### src/rtl/uart_pkg.sv
// uart_pkg -- shared definitions for the UART transmit path.
//
// Contents:
//   DEFAULT_DATA_BITS / DEFAULT_STOP_BITS : default frame shape (8N1).
//   LINE_IDLE                             : level of the serial line when idle.
//   uart_state_e                          : transmitter state encoding.
//
// The PARITY state value is always defined so the encoding is identical
// whether or not UART_TX_PARITY_EN is set in a given build.
package uart_pkg;

  localparam int   DEFAULT_DATA_BITS = 8;
  localparam int   DEFAULT_STOP_BITS = 1;
  localparam logic LINE_IDLE         = 1'b1;

  typedef enum logic [2:0] {
    ST_IDLE   = 3'd0,
    ST_WAIT   = 3'd1,
    ST_START  = 3'd2,
    ST_DATA   = 3'd3,
    ST_PARITY = 3'd4,
    ST_STOP   = 3'd5
  } uart_state_e;

endpackage

### src/rtl/uart_tx.sv
// uart_tx -- UART transmitter, LSB first, one bit per i_tick interval.
//
// Parameters:
//   DATA_BITS  data bits per frame (5..8)
//   STOP_BITS  stop bits per frame (1..2)
//
// Ports:
//   i_clk    system clock, all logic on its rising edge
//   i_reset  asynchronous active-high reset
//   i_tick   one-cycle baud enable from the tx clock divider
//   i_data   byte to send, captured when i_valid && o_ready
//   i_valid  upstream has a byte to send
//   o_ready  high only while idle; a byte offered then is accepted
//   o_tx     registered serial line, idle high
//   o_done   one-cycle pulse in the first idle cycle after the last stop bit
//
// Build option:
//   UART_TX_PARITY_EN  when defined, an even-parity bit (XOR of the data
//                      bits) is sent between the last data bit and the stop
//                      bits. When undefined the parity state and logic are
//                      absent and the frame is 1 + DATA_BITS + STOP_BITS bits.
//
// Every bit boundary is a tick edge, so o_tx only changes in the cycle after
// an i_tick. After acceptance the block waits in WAIT for the next tick so the
// start bit is a full tick interval long; a tick on the acceptance edge itself
// is seen while still in IDLE and is therefore not used.
module uart_tx
  import uart_pkg::*;
#(
  parameter int DATA_BITS = DEFAULT_DATA_BITS,
  parameter int STOP_BITS = DEFAULT_STOP_BITS
) (
  input  logic                 i_clk,
  input  logic                 i_reset,
  input  logic                 i_tick,
  input  logic [DATA_BITS-1:0] i_data,
  input  logic                 i_valid,
  output logic                 o_ready,
  output logic                 o_tx,
  output logic                 o_done
);

  localparam int CNT_W = $clog2(DATA_BITS + 1);
  localparam logic [CNT_W-1:0] LAST_BIT  = CNT_W'(DATA_BITS - 1);
  localparam logic [1:0]       LAST_STOP = 2'(STOP_BITS - 1);

  uart_state_e          r_state;
  logic [DATA_BITS-1:0] r_shift;
  logic [CNT_W-1:0]     r_bit_cnt;
  logic [1:0]           r_stop_cnt;
  logic                 r_tx;
  logic                 r_done;
`ifdef UART_TX_PARITY_EN
  logic                 r_parity;
`endif

  logic w_idle;
  logic w_accept;

  assign w_idle   = (r_state == ST_IDLE);
  assign w_accept = w_idle && i_valid;

  assign o_ready = w_idle;
  assign o_tx    = r_tx;
  assign o_done  = r_done;

  always_ff @(posedge i_clk or posedge i_reset) begin
    if (i_reset) begin
      r_state    <= ST_IDLE;
      r_shift    <= '0;
      r_bit_cnt  <= '0;
      r_stop_cnt <= '0;
      r_tx       <= LINE_IDLE;
      r_done     <= 1'b0;
`ifdef UART_TX_PARITY_EN
      r_parity   <= 1'b0;
`endif
    end else begin
      r_done <= 1'b0;
      case (r_state)
        ST_IDLE: begin
          r_tx <= LINE_IDLE;
          // i_tick is deliberately ignored here, including on the
          // acceptance edge.
          if (w_accept) begin
            r_shift    <= i_data;
            r_bit_cnt  <= '0;
            r_stop_cnt <= '0;
`ifdef UART_TX_PARITY_EN
            // Parity is taken from the captured byte because the shift
            // register is consumed while the data bits go out.
            r_parity   <= ^i_data;
`endif
            r_state    <= ST_WAIT;
          end
        end

        ST_WAIT: begin
          if (i_tick) begin
            r_tx    <= 1'b0;
            r_state <= ST_START;
          end
        end

        ST_START: begin
          if (i_tick) begin
            r_tx      <= r_shift[0];
            r_shift   <= r_shift >> 1;
            r_bit_cnt <= '0;
            r_state   <= ST_DATA;
          end
        end

        ST_DATA: begin
          if (i_tick) begin
            // r_bit_cnt names the bit currently on the line; when the
            // last one has elapsed the frame moves on.
            if (r_bit_cnt == LAST_BIT) begin
`ifdef UART_TX_PARITY_EN
              r_tx    <= r_parity;
              r_state <= ST_PARITY;
`else
              r_tx    <= LINE_IDLE;
              r_state <= ST_STOP;
`endif
            end else begin
              r_tx      <= r_shift[0];
              r_shift   <= r_shift >> 1;
              r_bit_cnt <= r_bit_cnt + 1'b1;
            end
          end
        end

`ifdef UART_TX_PARITY_EN
        ST_PARITY: begin
          if (i_tick) begin
            r_tx    <= LINE_IDLE;
            r_state <= ST_STOP;
          end
        end
`endif

        ST_STOP: begin
          r_tx <= LINE_IDLE;
          if (i_tick) begin
            if (r_stop_cnt == LAST_STOP) begin
              r_stop_cnt <= '0;
              r_done     <= 1'b1;
              r_state    <= ST_IDLE;
            end else begin
              r_stop_cnt <= r_stop_cnt + 1'b1;
            end
          end
        end

        default: begin
          r_tx    <= LINE_IDLE;
          r_state <= ST_IDLE;
        end
      endcase
    end
  end

endmodule

### config.mk
export PLATFORM = sky130hd
export DESIGN_NAME = uart_tx
export DESIGN_NICKNAME = d
export VERILOG_FILES = /design/src/rtl/uart_pkg.sv /design/src/rtl/uart_tx.sv
export SDC_FILE = /design/constraint.sdc
export NUM_CORES = 1
export LEC_CHECK = 0
export CORE_MARGIN = 3
export CORE_UTILIZATION = 40
export CTS_CLUSTER_SIZE = 25
export DETAILED_ROUTE_END_ITERATION = 10
export PLACE_DENSITY_LB_ADDON = 0.2
export SKIP_CTS_REPAIR_TIMING = 1
export SYNTH_ARGS = -nofsm -noshare
export SYNTH_HDL_FRONTEND = slang
export SYNTH_SLANG_ARGS = --single-unit
### constraint.sdc
create_clock -name i_clk -period 4.04 [get_ports i_clk]
set_input_delay 0.808 -clock i_clk [delete_from_list [all_inputs] [get_ports i_clk]]
set_output_delay 0.808 -clock i_clk [all_outputs]
set_load 0.02 [all_outputs]
==> flow_metrics.env <==
export IMPL_fp_coreArea_mm2=0.00234
export IMPL_synthAdderAreaFrac_pct=3.62
export IMPL_crit_type="reg -> out"
export IMPL_routed_wirelength_mm=1.94
export IMPL_worst_setup_path_end_kind="primary output"
export IMPL_synth_flop_cell="dfrtp_1"
export IMPL_portBuffers=14
export IMPL_p_int_mw=0.442
export IMPL_grt_max_degree=20
export IMPL_dieHeight_um=56.9
export IMPL_seqPwrFrac_pct=46.4
export IMPL_vdd_ir_drop_max_mv=0.263
export IMPL_tightestPinTransition_ns=0.719
export IMPL_synth_area_leaders="dfrtp_1 43%, mux2_2 16%, ha_1 3.6%, dfstp_2 2.5%, nand2b_1 2.4%"
export IMPL_ys_seq_area_share_pct=46.0
export IMPL_hpwl_mm=1.42
export IMPL_holdPathStages=1
export IMPL_clock_latency_ns=0.30
export IMPL_synth_cells=94
export IMPL_pin_count=15
export IMPL_num_rows=17
export IMPL_period_share_pct=61.7
export IMPL_setup_slack_ns=1.55
export IMPL_place_ws_ns=1.39
export IMPL_vias=735
export IMPL_ys_async_sr_fraction_pct=100
export IMPL_sw_frac_of_total_pct=34.4
export IMPL_setup_tns_ns=0
export IMPL_hp_class="reg -> reg"
export IMPL_synthesis_area_mm2=0.00104
export IMPL_cts_buffers=3
export IMPL_diodes=0
export IMPL_hp_start="r_shift[3]$_DFFE_PP0P_"
export IMPL_final_antenna_net_count=0
export IMPL_grt_pass1_vias=730
export IMPL_antenna_found_initial=0
export IMPL_clk_pin_slew_ns=0.11
export IMPL_area_delta_synth_final_pct=17.3
export IMPL_first_pass_iters=4
export IMPL_drc=0
export IMPL_drv_cap=0
export IMPL_worstPathMaxFanout=12
export IMPL_clk_path_buf_depth=2
export IMPL_cp_arrival_ns=1.68
export IMPL_track_usage_pct=13.5
export IMPL_overflow=0
export IMPL_switching_power_mw=0.232
export IMPL_yosysUniqueCellTypes=31
export IMPL_ys_top_cells_by_count="18 x dfrtp_1, 15 x mux2_2, 6 x inv_1, 5 x nand3_1, 5 x o21ai_0"
export IMPL_yosys_area_top_type="dfrtp_1"
export IMPL_netlist_area_leader_share_pct=43.4
export IMPL_crit_chain="nor3_1, clkdlybuf4s50_1"
export IMPL_max_freq_mhz=401
export IMPL_yosysWarningCount=0
export IMPL_r2r_start="r_state[1]$_DFFE_PP0P_"
export IMPL_clock_skew_ns=0.00640
export IMPL_fin_nets=123
export IMPL_setup_viol=0
export IMPL_initial_core_util_pct=44.3
export IMPL_gp_congestion=0.802
export IMPL_min_to="r_shift[3]$_DFFE_PP0P_"
export IMPL_cts_tree="yes"
export IMPL_p_clk_share_pct=14.8
export IMPL_post_synth_top_count_cell="dfrtp_1"
export IMPL_period_minus_slack_ns=2.49
export IMPL_rsz0062_at_grt="no"
export IMPL_syn_nets=109
export IMPL_cts_root_buf="clkbuf_4"
export IMPL_synth_xor_area_share_pct=0
export IMPL_start_kind="register"
export IMPL_slew_headroom_pct=52.0
export IMPL_drt_iter0_markers=16
export IMPL_drive_gt1_share_pct=18.7
export IMPL_syn_area_per_cell_um2=11.0
export IMPL_cellLeakagePower_nw=0.545
export IMPL_slowest_stage="clkdlybuf4s50_1"
export IMPL_slew_violations=0
export IMPL_powerDensity_mw_per_mm2=555
export IMPL_synth_top_family_by_area="multiplexers"
export IMPL_die_area_mm2=0.00324
export IMPL_status="completed"
export IMPL_avgViaCountPerCell=5.44
export IMPL_regToRegSetupSlack_ns=2.09
export IMPL_ys_ff_latch=19
export IMPL_reg2regPathDepth=3
export IMPL_comb_power_share_pct=38.8
export IMPL_ctsHtreeMaxLevel=1
export IMPL_cts_num_sinks=19
export IMPL_yosys_area_share_simple_pct=15.4
export IMPL_die_w_um=56.9
export IMPL_synth_compound_area_share_pct=13.4
export IMPL_required_ns=3.23
export IMPL_hold_violations=0
export IMPL_crit_path_max_incr_delay_ns=0.63
export IMPL_fill_cells=229
export IMPL_grt_pass1_wl_mm=3.41
export IMPL_synth_area_mux_share_pct=17.2
export IMPL_r2r_end="r_shift[4]$_DFFE_PP0P_"
export IMPL_post_drt_wl_per_cell_um=14.3
export IMPL_synth_edf_count=0
registers in the layout, summed over array words and instances (netlist names):
signal	flops
r_shift	8
r_bit_cnt	4
r_state	3
r_stop_cnt	2
o_done	1
o_tx	1
worst max path at each step:
stage	from	endpoint	slack, ns	depth (start not counted)
2_1_floorplan	i_valid	r_bit_cnt[1]$_DFFE_PP0P_	2.07	4
3_3_place_gp	i_valid	r_shift[3]$_DFFE_PP0P_	1.46	4
3_5_place_dp	i_tick	r_shift[4]$_DFFE_PP0P_	1.39	4
4_1_cts	r_state[1]$_DFFE_PP0P_	o_ready	1.55	2
5_1_grt	r_state[1]$_DFFE_PP0P_	o_ready	1.51	2
6_report	r_state[1]$_DFFE_PP0P_	o_ready	1.55	2
worst max-delay path: cells and delay by family, from the launching register on:
kind	cells	cell delay, ns
flip-flops	1	0.52
buffers and inverters	1	0.63
AND/OR/NAND/NOR	1	0.23
metrics by stage:
step | instance area [um2] | hold slack [ns] | total power [mW] | util (%) | cells
detailed placement | 1190 | 0.495 | 0.584 | 50.9 | 131
global placement | 1190 | 0.485 | 0.577 | 50.9 | 131
floorplan | 1040 | 0.466 | 0.519 | - | 94
finish | 1220 | 0.515 | 0.674 | 52.0 | 135
CTS | 1220 | 0.522 | 0.685 | 52.0 | 135
global route | 1220 | 0.548 | 0.737 | 52.0 | 135
layer usage:
metal,share of wire [%],track usage (%),up-vias
li1,-,-,365
met1,47,18.5,357
met2,48,20.2,11
met3,3.8,4.83,2
met4,0.57,3.64,0
met5,0,0,-
final cells by class:
class                   instances  area [um2]  area share [%]
multi-input cells              64         515            42.4
repair buffers                 14         140            11.5
clock buffers                   4        26.3            2.16
flip-flops and latches         19         477            39.2
inverters                       6        22.5            1.85
well taps                      28        35.0            2.88
power by group through the flow:
stage / logic, mW / clock network (mW) / registers (mW)
after floorplan: 0.227 / 0 / 0.292
after global placement: 0.260 / 0 / 0.317
after detailed placement: 0.267 / 0 / 0.318
after CTS: 0.267 / 0.104 / 0.314
after global routing: 0.297 / 0.114 / 0.326
final: 0.262 / 0.0995 / 0.313
logic make-up (layout without fill, tap and decap cells):
| group | after synthesis | count (layout) |
|---|---|---|
| DFF | 19 | 19 |
| AOI/OAI and AO/OA | 19 | 19 |
| muxes | 16 | 16 |
| buffers and inverters | 11 | 24 |
| and+or+nand+nor | 26 | 26 |
| adders and majority gates | 3 | 3 |
placed cells by master (no fill, tap or decap), drive strengths merged, types with 2 or more instances in the layout:
| cell | n |
|---|---|
| ha | 3 |
| nand3b | 2 |
| clkdlybuf4s50 | 14 |
| o21ai | 6 |
| clkbuf | 4 |
| nand2 | 3 |
| o211ai | 2 |
| inv | 6 |
| a22o | 2 |
| or4b | 2 |
| a21oi | 2 |
| nand2b | 4 |
| mux2 | 15 |
| nor2b | 2 |
| dfrtp | 18 |
| o21a | 3 |
| nor2 | 2 |
| nand3 | 5 |
(Power assumes the default switching activity.)
